<file path="config.mk">
export PLATFORM = sky130hd
export DESIGN_NAME = reg_ctrl_seq_flat
export DESIGN_NICKNAME = d
export VERILOG_FILES = /design/src/rtl/reg_ctrl_pkg.sv /design/src/rtl/reg_ctrl_seq_if.sv /design/src/rtl/onehot_dec.sv /design/src/rtl/reg_ctrl_seq.sv /design/src/flat_wrapper.sv
export SDC_FILE = /design/constraint.sdc
export NUM_CORES = 1
export LEC_CHECK = 0
export ABC_AREA = 1
export BUFFER_PORTS_ARGS = -buffer_cell sky130_fd_sc_hd__buf_4
export CAP_MARGIN = 5
export CORE_UTILIZATION = 53
export DETAILED_ROUTE_END_ITERATION = 10
export PLACE_DENSITY = 0.89
export SYNTH_ARGS = -nofsm -noshare
export SYNTH_HDL_FRONTEND = slang
export SYNTH_SLANG_ARGS = --single-unit
</file>
<file path="constraint.sdc">
create_clock -name clk -period 4.7 [get_ports clk]
set_input_delay 0 -clock clk [delete_from_list [all_inputs] [get_ports clk]]
set_output_delay 0 -clock clk [all_outputs]
set_load 0.05 [all_outputs]
</file>
<file path="src/rtl/reg_ctrl_pkg.sv">
// Shared definitions for the register-file control sequencer:
// opcode and file-input-mux encodings, FSM state enum, instruction field
// positions and small field-extraction helpers.
package reg_ctrl_pkg;

  // Instruction word layout: [15:13] opcode, [12:8] rx, [7:3] ry, [2:0] unused
  localparam int unsigned INSTR_W = 16;
  localparam int unsigned OP_W    = 3;
  localparam int unsigned FIELD_W = 5;
  localparam int unsigned OP_MSB  = 15;
  localparam int unsigned OP_LSB  = 13;
  localparam int unsigned RX_MSB  = 12;
  localparam int unsigned RX_LSB  = 8;
  localparam int unsigned RY_MSB  = 7;
  localparam int unsigned RY_LSB  = 3;
  localparam int unsigned SRC_W   = 2;

  // Opcodes; every other encoding executes as a NOP
  localparam logic [OP_W-1:0] OP_MV  = 3'b000;
  localparam logic [OP_W-1:0] OP_MVI = 3'b001;
  localparam logic [OP_W-1:0] OP_ADD = 3'b010;
  localparam logic [OP_W-1:0] OP_SUB = 3'b011;

  // Register-file input mux selections
  localparam logic [SRC_W-1:0] SRC_OUT2 = 2'b00;
  localparam logic [SRC_W-1:0] SRC_IMM  = 2'b01;
  localparam logic [SRC_W-1:0] SRC_ALU  = 2'b10;

  typedef enum logic [2:0] {
    IDLE,
    S_MV,
    S_IMM,
    S_WRI,
    S_A,
    S_G,
    S_WB,
    S_NOP
  } state_t;

  function automatic logic [OP_W-1:0] instr_op(input logic [INSTR_W-1:0] ins);
    return ins[OP_MSB:OP_LSB];
  endfunction

  function automatic logic [FIELD_W-1:0] instr_rx(input logic [INSTR_W-1:0] ins);
    return ins[RX_MSB:RX_LSB];
  endfunction

  function automatic logic [FIELD_W-1:0] instr_ry(input logic [INSTR_W-1:0] ins);
    return ins[RY_MSB:RY_LSB];
  endfunction

endpackage

</file>
<file path="src/rtl/reg_ctrl_seq_if.sv">
// Instruction/immediate handshake plus register-file control lines between
// the instruction source (master) and the sequencer (slave).
//   instr/instr_vld/ready : instruction handshake
//   imm/imm_vld           : immediate word for MVI
//   select/select2        : one-hot write/out-bus and out2 read selects
//   is_in/in_src/imm_q    : file write enable, input mux, latched immediate
//   alu_a_ld/alu_g_ld/alu_sub/done : ALU strobes and completion pulse
interface reg_ctrl_seq_if
  import reg_ctrl_pkg::*;
#(
  parameter int unsigned WIDTH = 32,
  parameter int unsigned SIZE  = 32
);

  logic [INSTR_W-1:0] instr;
  logic               instr_vld;
  logic [WIDTH-1:0]   imm;
  logic               imm_vld;
  logic               ready;
  logic [SIZE-1:0]    select;
  logic [SIZE-1:0]    select2;
  logic               is_in;
  logic [SRC_W-1:0]   in_src;
  logic [WIDTH-1:0]   imm_q;
  logic               alu_a_ld;
  logic               alu_g_ld;
  logic               alu_sub;
  logic               done;

  modport master (
    output instr, instr_vld, imm, imm_vld,
    input  ready, select, select2, is_in, in_src, imm_q,
           alu_a_ld, alu_g_ld, alu_sub, done
  );

  modport slave (
    input  instr, instr_vld, imm, imm_vld,
    output ready, select, select2, is_in, in_src, imm_q,
           alu_a_ld, alu_g_ld, alu_sub, done
  );

endinterface

</file>
<file path="src/rtl/onehot_dec.sv">
// Register index to one-hot select decoder.
//   idx  : register index
//   oh_c : one-hot vector, all zero when idx >= SIZE
module onehot_dec #(
  parameter int unsigned IDX_W = 5,
  parameter int unsigned SIZE  = 32
) (
  input  logic [IDX_W-1:0] idx,
  output logic [SIZE-1:0]  oh_c
);

  // Out-of-range indices simply match no bit position
  always_comb begin
    oh_c = '0;
    for (int unsigned i = 0; i < SIZE; i++) begin
      if (idx == IDX_W'(i)) begin
        oh_c[i] = 1'b1;
      end
    end
  end

endmodule

</file>
<file path="src/rtl/reg_ctrl_seq.sv">
// Multi-cycle control sequencer in front of the general register file.
// Accepts one MV/MVI/ADD/SUB/NOP instruction at a time and sequences the
// file selects, write enable, input mux and ALU latch strobes.
//   clk   : clock, rising edge
//   reset : synchronous active-low reset
//   bus   : instruction/immediate handshake and file control (slave side)
module reg_ctrl_seq
  import reg_ctrl_pkg::*;
#(
  parameter int unsigned WIDTH = 32,
  parameter int unsigned SIZE  = 32,
  parameter int unsigned IDX_W = 5
) (
  input logic           clk,
  input logic           reset,
  reg_ctrl_seq_if.slave bus
);

  state_t             state;
  logic [INSTR_W-1:0] instr_q;

  logic [INSTR_W-1:0] cur_instr_c;
  logic [OP_W-1:0]    cur_op_c;
  logic [IDX_W-1:0]   rx_idx_c;
  logic [IDX_W-1:0]   ry_idx_c;
  logic [IDX_W-1:0]   sel2_idx_c;
  logic [SIZE-1:0]    rx_oh_c;
  logic [SIZE-1:0]    sel2_oh_c;
  logic               unused_lsbs;

  // Outputs are registered, so decode the instruction that the *next* state
  // will use: the incoming word while idle, the latched word otherwise.
  always_comb begin
    cur_instr_c = (state == IDLE) ? bus.instr : instr_q;
    cur_op_c    = instr_op(cur_instr_c);
    rx_idx_c    = IDX_W'(instr_rx(cur_instr_c));
    ry_idx_c    = IDX_W'(instr_ry(cur_instr_c));
    // out2 reads rx only when entering S_A; ry for S_MV and S_G
    sel2_idx_c  = ry_idx_c;
    if ((state == IDLE) && ((cur_op_c == OP_ADD) || (cur_op_c == OP_SUB))) begin
      sel2_idx_c = rx_idx_c;
    end
  end

  assign unused_lsbs = ^cur_instr_c[RY_LSB-1:0];

  onehot_dec #(.IDX_W(IDX_W), .SIZE(SIZE)) u_dec_sel (
    .idx  (rx_idx_c),
    .oh_c (rx_oh_c)
  );

  onehot_dec #(.IDX_W(IDX_W), .SIZE(SIZE)) u_dec_sel2 (
    .idx  (sel2_idx_c),
    .oh_c (sel2_oh_c)
  );

  // Sequencer FSM; each branch loads the outputs belonging to the next state
  always_ff @(posedge clk) begin
    if (!reset) begin
      state        <= IDLE;
      instr_q      <= '0;
      bus.imm_q    <= '0;
      bus.ready    <= 1'b1;
      bus.select   <= '0;
      bus.select2  <= '0;
      bus.is_in    <= 1'b0;
      bus.in_src   <= SRC_OUT2;
      bus.alu_a_ld <= 1'b0;
      bus.alu_g_ld <= 1'b0;
      bus.alu_sub  <= 1'b0;
      bus.done     <= 1'b0;
    end else begin
      bus.ready    <= 1'b0;
      bus.select   <= '0;
      bus.select2  <= '0;
      bus.is_in    <= 1'b0;
      bus.in_src   <= SRC_OUT2;
      bus.alu_a_ld <= 1'b0;
      bus.alu_g_ld <= 1'b0;
      bus.alu_sub  <= 1'b0;
      bus.done     <= 1'b0;

      case (state)
        IDLE: begin
          if (bus.instr_vld) begin
            instr_q <= bus.instr;
            case (cur_op_c)
              OP_MV: begin
                state       <= S_MV;
                bus.select  <= rx_oh_c;
                bus.select2 <= sel2_oh_c;
                bus.is_in   <= 1'b1;
                bus.in_src  <= SRC_OUT2;
                bus.done    <= 1'b1;
              end
              OP_MVI: begin
                state <= S_IMM;
              end
              OP_ADD, OP_SUB: begin
                state        <= S_A;
                bus.select2  <= sel2_oh_c;
                bus.alu_a_ld <= 1'b1;
                bus.alu_sub  <= cur_op_c[0];
              end
              default: begin
                state    <= S_NOP;
                bus.done <= 1'b1;
              end
            endcase
          end else begin
            bus.ready <= 1'b1;
          end
        end

        // Wait indefinitely for the immediate, all outputs quiet
        S_IMM: begin
          if (bus.imm_vld) begin
            state      <= S_WRI;
            bus.imm_q  <= bus.imm;
            bus.select <= rx_oh_c;
            bus.is_in  <= 1'b1;
            bus.in_src <= SRC_IMM;
            bus.done   <= 1'b1;
          end
        end

        S_A: begin
          state        <= S_G;
          bus.select2  <= sel2_oh_c;
          bus.alu_g_ld <= 1'b1;
          bus.alu_sub  <= cur_op_c[0];
        end

        S_G: begin
          state       <= S_WB;
          bus.select  <= rx_oh_c;
          bus.is_in   <= 1'b1;
          bus.in_src  <= SRC_ALU;
          bus.alu_sub <= cur_op_c[0];
          bus.done    <= 1'b1;
        end

        // S_MV, S_WRI, S_WB, S_NOP: final cycle, return to idle
        default: begin
          state     <= IDLE;
          bus.ready <= 1'b1;
        end
      endcase
    end
  end

endmodule
</file>
<file path="src/flat_wrapper.sv">
// flat-port wrapper written by rule: the top's interface ports become plain ports
module reg_ctrl_seq_flat import reg_ctrl_pkg::*;
#(
  parameter int unsigned WIDTH = 32,
  parameter int unsigned SIZE  = 32,
  parameter int unsigned IDX_W = 5
)
  (clk, reset, bus_instr, bus_instr_vld, bus_imm, bus_imm_vld, bus_ready, bus_select, bus_select2, bus_is_in, bus_in_src, bus_imm_q, bus_alu_a_ld, bus_alu_g_ld, bus_alu_sub, bus_done);
  reg_ctrl_seq_if #(.WIDTH(WIDTH), .SIZE(SIZE)) bus_i ();
  input logic clk;
  input logic reset;
  input wire logic [$bits(bus_i.instr)-1:0] bus_instr;
  input wire logic [$bits(bus_i.instr_vld)-1:0] bus_instr_vld;
  input wire logic [$bits(bus_i.imm)-1:0] bus_imm;
  input wire logic [$bits(bus_i.imm_vld)-1:0] bus_imm_vld;
  output wire logic [$bits(bus_i.ready)-1:0] bus_ready;
  output wire logic [$bits(bus_i.select)-1:0] bus_select;
  output wire logic [$bits(bus_i.select2)-1:0] bus_select2;
  output wire logic [$bits(bus_i.is_in)-1:0] bus_is_in;
  output wire logic [$bits(bus_i.in_src)-1:0] bus_in_src;
  output wire logic [$bits(bus_i.imm_q)-1:0] bus_imm_q;
  output wire logic [$bits(bus_i.alu_a_ld)-1:0] bus_alu_a_ld;
  output wire logic [$bits(bus_i.alu_g_ld)-1:0] bus_alu_g_ld;
  output wire logic [$bits(bus_i.alu_sub)-1:0] bus_alu_sub;
  output wire logic [$bits(bus_i.done)-1:0] bus_done;
  assign bus_i.instr = bus_instr;
  assign bus_i.instr_vld = bus_instr_vld;
  assign bus_i.imm = bus_imm;
  assign bus_i.imm_vld = bus_imm_vld;
  assign bus_ready = bus_i.ready;
  assign bus_select = bus_i.select;
  assign bus_select2 = bus_i.select2;
  assign bus_is_in = bus_i.is_in;
  assign bus_in_src = bus_i.in_src;
  assign bus_imm_q = bus_i.imm_q;
  assign bus_alu_a_ld = bus_i.alu_a_ld;
  assign bus_alu_g_ld = bus_i.alu_g_ld;
  assign bus_alu_sub = bus_i.alu_sub;
  assign bus_done = bus_i.done;
  reg_ctrl_seq #(.WIDTH(WIDTH), .SIZE(SIZE), .IDX_W(IDX_W)) u_core (.clk(clk), .reset(reset), .bus(bus_i));
endmodule
</file>
==> results.sh <==
export IMPL_max_freq_mhz=342
export IMPL_routed_wl_um=17400
export IMPL_core_sq_um=7770
export IMPL_worst_path_max_fanout=35
export IMPL_die_w_um=91.9
export IMPL_post_route_period_util_pct=62.3
export IMPL_path_clk_slew_ns=0.06
export IMPL_yosys_register_bits=120
export IMPL_vias=5120
export IMPL_p_per_area_nw_per_um2=595
export IMPL_final_min_clock_period_ns=2.93
export IMPL_postSynthCellCount=540
export IMPL_grt_max_degree=44
export IMPL_synth_top_area_cell="dfxtp_1"
export IMPL_cts_buffer_depth=2
export IMPL_synth_area_leaders="dfxtp_1 (56%), nand2_1 (13%), nor2_1 (7.4%)"
export IMPL_ant_nets=0
export IMPL_first_pass_iters=5
export IMPL_ir_drop_uv=384
export IMPL_wire_per_inst_um=19.4
export IMPL_hp_class="in -> reg"
export IMPL_grt_usage_pct=42.7
export IMPL_ys_seq_area_share_pct=56.1
export IMPL_grt_antenna_before_repair=0
export IMPL_dp_worst_setup_slack_ns=2.10
export IMPL_grt_pass1_vias=5241
export IMPL_syn2layout_area_growth_pct=63.6
export IMPL_insertion_delay_ns=0.53
export IMPL_setup_viol=0
export IMPL_die_area_sq_um=8450
export IMPL_cap_violations=0
export IMPL_worstMarginPinSlew_ns=1.18
export IMPL_rsz0062_at_grt="no"
export IMPL_drcViolationCount=0
export IMPL_final_nets=832
export IMPL_cts_tree="built"
export IMPL_via_per_inst=5.71
export IMPL_clk_root_buffer_cell="clkbuf_8"
export IMPL_synth_area_sq_um=4290
export IMPL_gp_congestion=0.955
export IMPL_endpoint_kind="flip-flop"
export IMPL_hold_viol=0
export IMPL_drv_slew=0
export IMPL_rows=32
export IMPL_finClkSkew_ns=0.0129
export IMPL_fp_dieH_um=91.9
export IMPL_synth_fp_nets=592
export IMPL_startpoint_type="flip-flop"
export IMPL_slew_headroom_pct=21.1
export IMPL_dp_hpwl_um=7510
export IMPL_initial_utilization_pct=55.2
export IMPL_critical_path_arrival_ns=3.37
export IMPL_synth_distinct_cells=26
export IMPL_p_leak_nw=3.02
export IMPL_post_cts_buffers=0
export IMPL_io_buffers=152
export IMPL_syn_area_per_cell_sq_um=7.94
export IMPL_drive_gt1_share_pct=26.4
export IMPL_setup_slack_ns=1.77
export IMPL_netlist_area_leader_share_pct=56.1
export IMPL_drt_iter0_drc=576
export IMPL_grt_pass1_wl_um=27000
export IMPL_cts_sinks=120
export IMPL_finalSetupTns_ns=0
export IMPL_io_pins=156
export IMPL_ys_warnings_count=0
export IMPL_grt_overflow=0
export IMPL_h_tree_depth=4
export IMPL_layout_cells_non_filler=896
export IMPL_cts_buffers=17
export IMPL_required_ns=5.15
export IMPL_criticalPathCategory="reg -> reg"
export IMPL_dp_cells=770
export IMPL_status="completed"
-- layout by cell type, fill, tap and decap left out, drive strengths merged --
| cell type | instances |
|---|---|
| a211oi | 2 |
| a21oi | 45 |
| buf | 154 |
| a311oi | 1 |
| nand4 | 3 |
| nand3 | 55 |
| clkinv | 4 |
| clkinvlp | 1 |
| dfxtp | 120 |
| diode | 1 |
| inv | 33 |
| o21ai | 11 |
| clkbuf | 17 |
| nand2 | 150 |
| nor3 | 1 |
| nand3b | 4 |
| dlygate4sd3 | 93 |
| nor2 | 95 |
| bufinv | 4 |
-- cell families after synthesis --
logic type | count (synthesis) | synth area share (%)
and+or+nand+nor | 308 | 31.5
AOI/OAI and AO/OA | 59 | 7.27
DFF | 120 | 56.1
buffers and inverters | 53 | 5.20
-- stage by stage --
stage / area (sq um) / hold WS [ns] / utilization, % / power [mW]
final: 7010 / 0.133 / 90.2 / 4.17
after global routing: 7010 / 0.169 / 90.2 / 4.32
after CTS: 7010 / 0.0341 / 90.2 / 3.99
after detailed placement: 5450 / 0.247 / 70.1 / 2.52
after global placement: 5450 / 0.235 / 70.1 / 2.48
after floorplan: 4290 / 0.135 / - / 2.23
-- report_power, final --
group | internal [mW] | switching (mW)
combinational | 0.443 | 1.15
sequential | 1.11 | 0.0681
clock | 0.875 | 0.528
total | 2.43 | 1.75
-- metal layers --
metal  vias to the layer above  GRT usage (%)  share of wire, %
met5                         -              0                 0
met2                       412           74.2                49
met4                         0           33.7               8.8
met3                       156           13.3               8.9
li1                       2210              -                 -
met1                      2342           41.8                33
-- synth_stat cells --
master / count
nand4_1: 3
nor3_4: 1
nor2_4: 1
buf_1: 3
nand3_2: 2
nand2_4: 1
a21oi_1: 43
nor2_8: 1
o21ai_0: 9
nand3_4: 2
inv_2: 4
buf_6: 2
nand2_1: 148
nor2_2: 8
a211oi_1: 2
clkbuf_1: 14
nand2_2: 1
nand3_1: 51
nand3b_1: 4
a311oi_1: 1
o21ai_1: 2
a21oi_2: 2
dfxtp_1: 120
nor2_1: 85
buf_2: 7
inv_1: 23
-- sequential cells by signal, summed over array words and instances, names as in the netlist --
name                 cells
u_core.bus.alu_a_ld      1
u_core.bus.alu_g_ld      1
u_core.bus.alu_sub       1
u_core.bus.done          1
u_core.bus.imm_q        32
u_core.bus.in_src        2
u_core.bus.is_in         1
u_core.bus.ready         1
u_core.bus.select       32
u_core.bus.select2      32
u_core.instr_q          13
u_core.state             3
-- area by class of cell --
| class | instances | area (sq um) |
|---|---|---|
| Timing Repair Buffer | 247 | 2090 |
| Clock buffer | 17 | 414 |
| Antenna cell | 1 | 2.50 |
| Fill cell | 334 | 758 |
| Clock inverter | 15 | 214 |
| Tap cell | 102 | 128 |
| Multi-Input combinational cell | 367 | 1660 |
| Inverter | 27 | 101 |
| Sequential cell | 120 | 2400 |
-- critical path, stage by stage, from the launching register on --
cell and delay [ns]:
dfxtp_1 0.44, inv_1 0.14, nor3_4 0.15, buf_4 0.39
nand2_1 0.80, nand2_1 0.27, inv_1 0.12, nand2_2 0.16
nand3_4 0.19, nor2_1 0.19
-- worst paths after layout --
path	cells past startpoint	end	slack, ns	startpoint
max reg2reg	9	u_core.bus.select[21]$_SDFF_PN0_	1.77	u_core.state[1]$_SDFFE_PN0P_
min reg2reg	2	u_core.instr_q[9]$_SDFFE_PN0P_	0.46	u_core.instr_q[9]$_SDFFE_PN0P_
max	9	u_core.bus.select[21]$_SDFF_PN0_	1.77	u_core.state[1]$_SDFFE_PN0P_
min	5	u_core.state[2]$_SDFFE_PN0P_	0.13	bus_imm_vld
-- timing repair --
item,4_1_cts,5_1_grt
resized for setup,0,0
setup endpoints to repair,0,0
hold buffers,93,0
endpoints found under the hold margin,83,0
No activity file was read; power rests on OpenSTA's default activity.
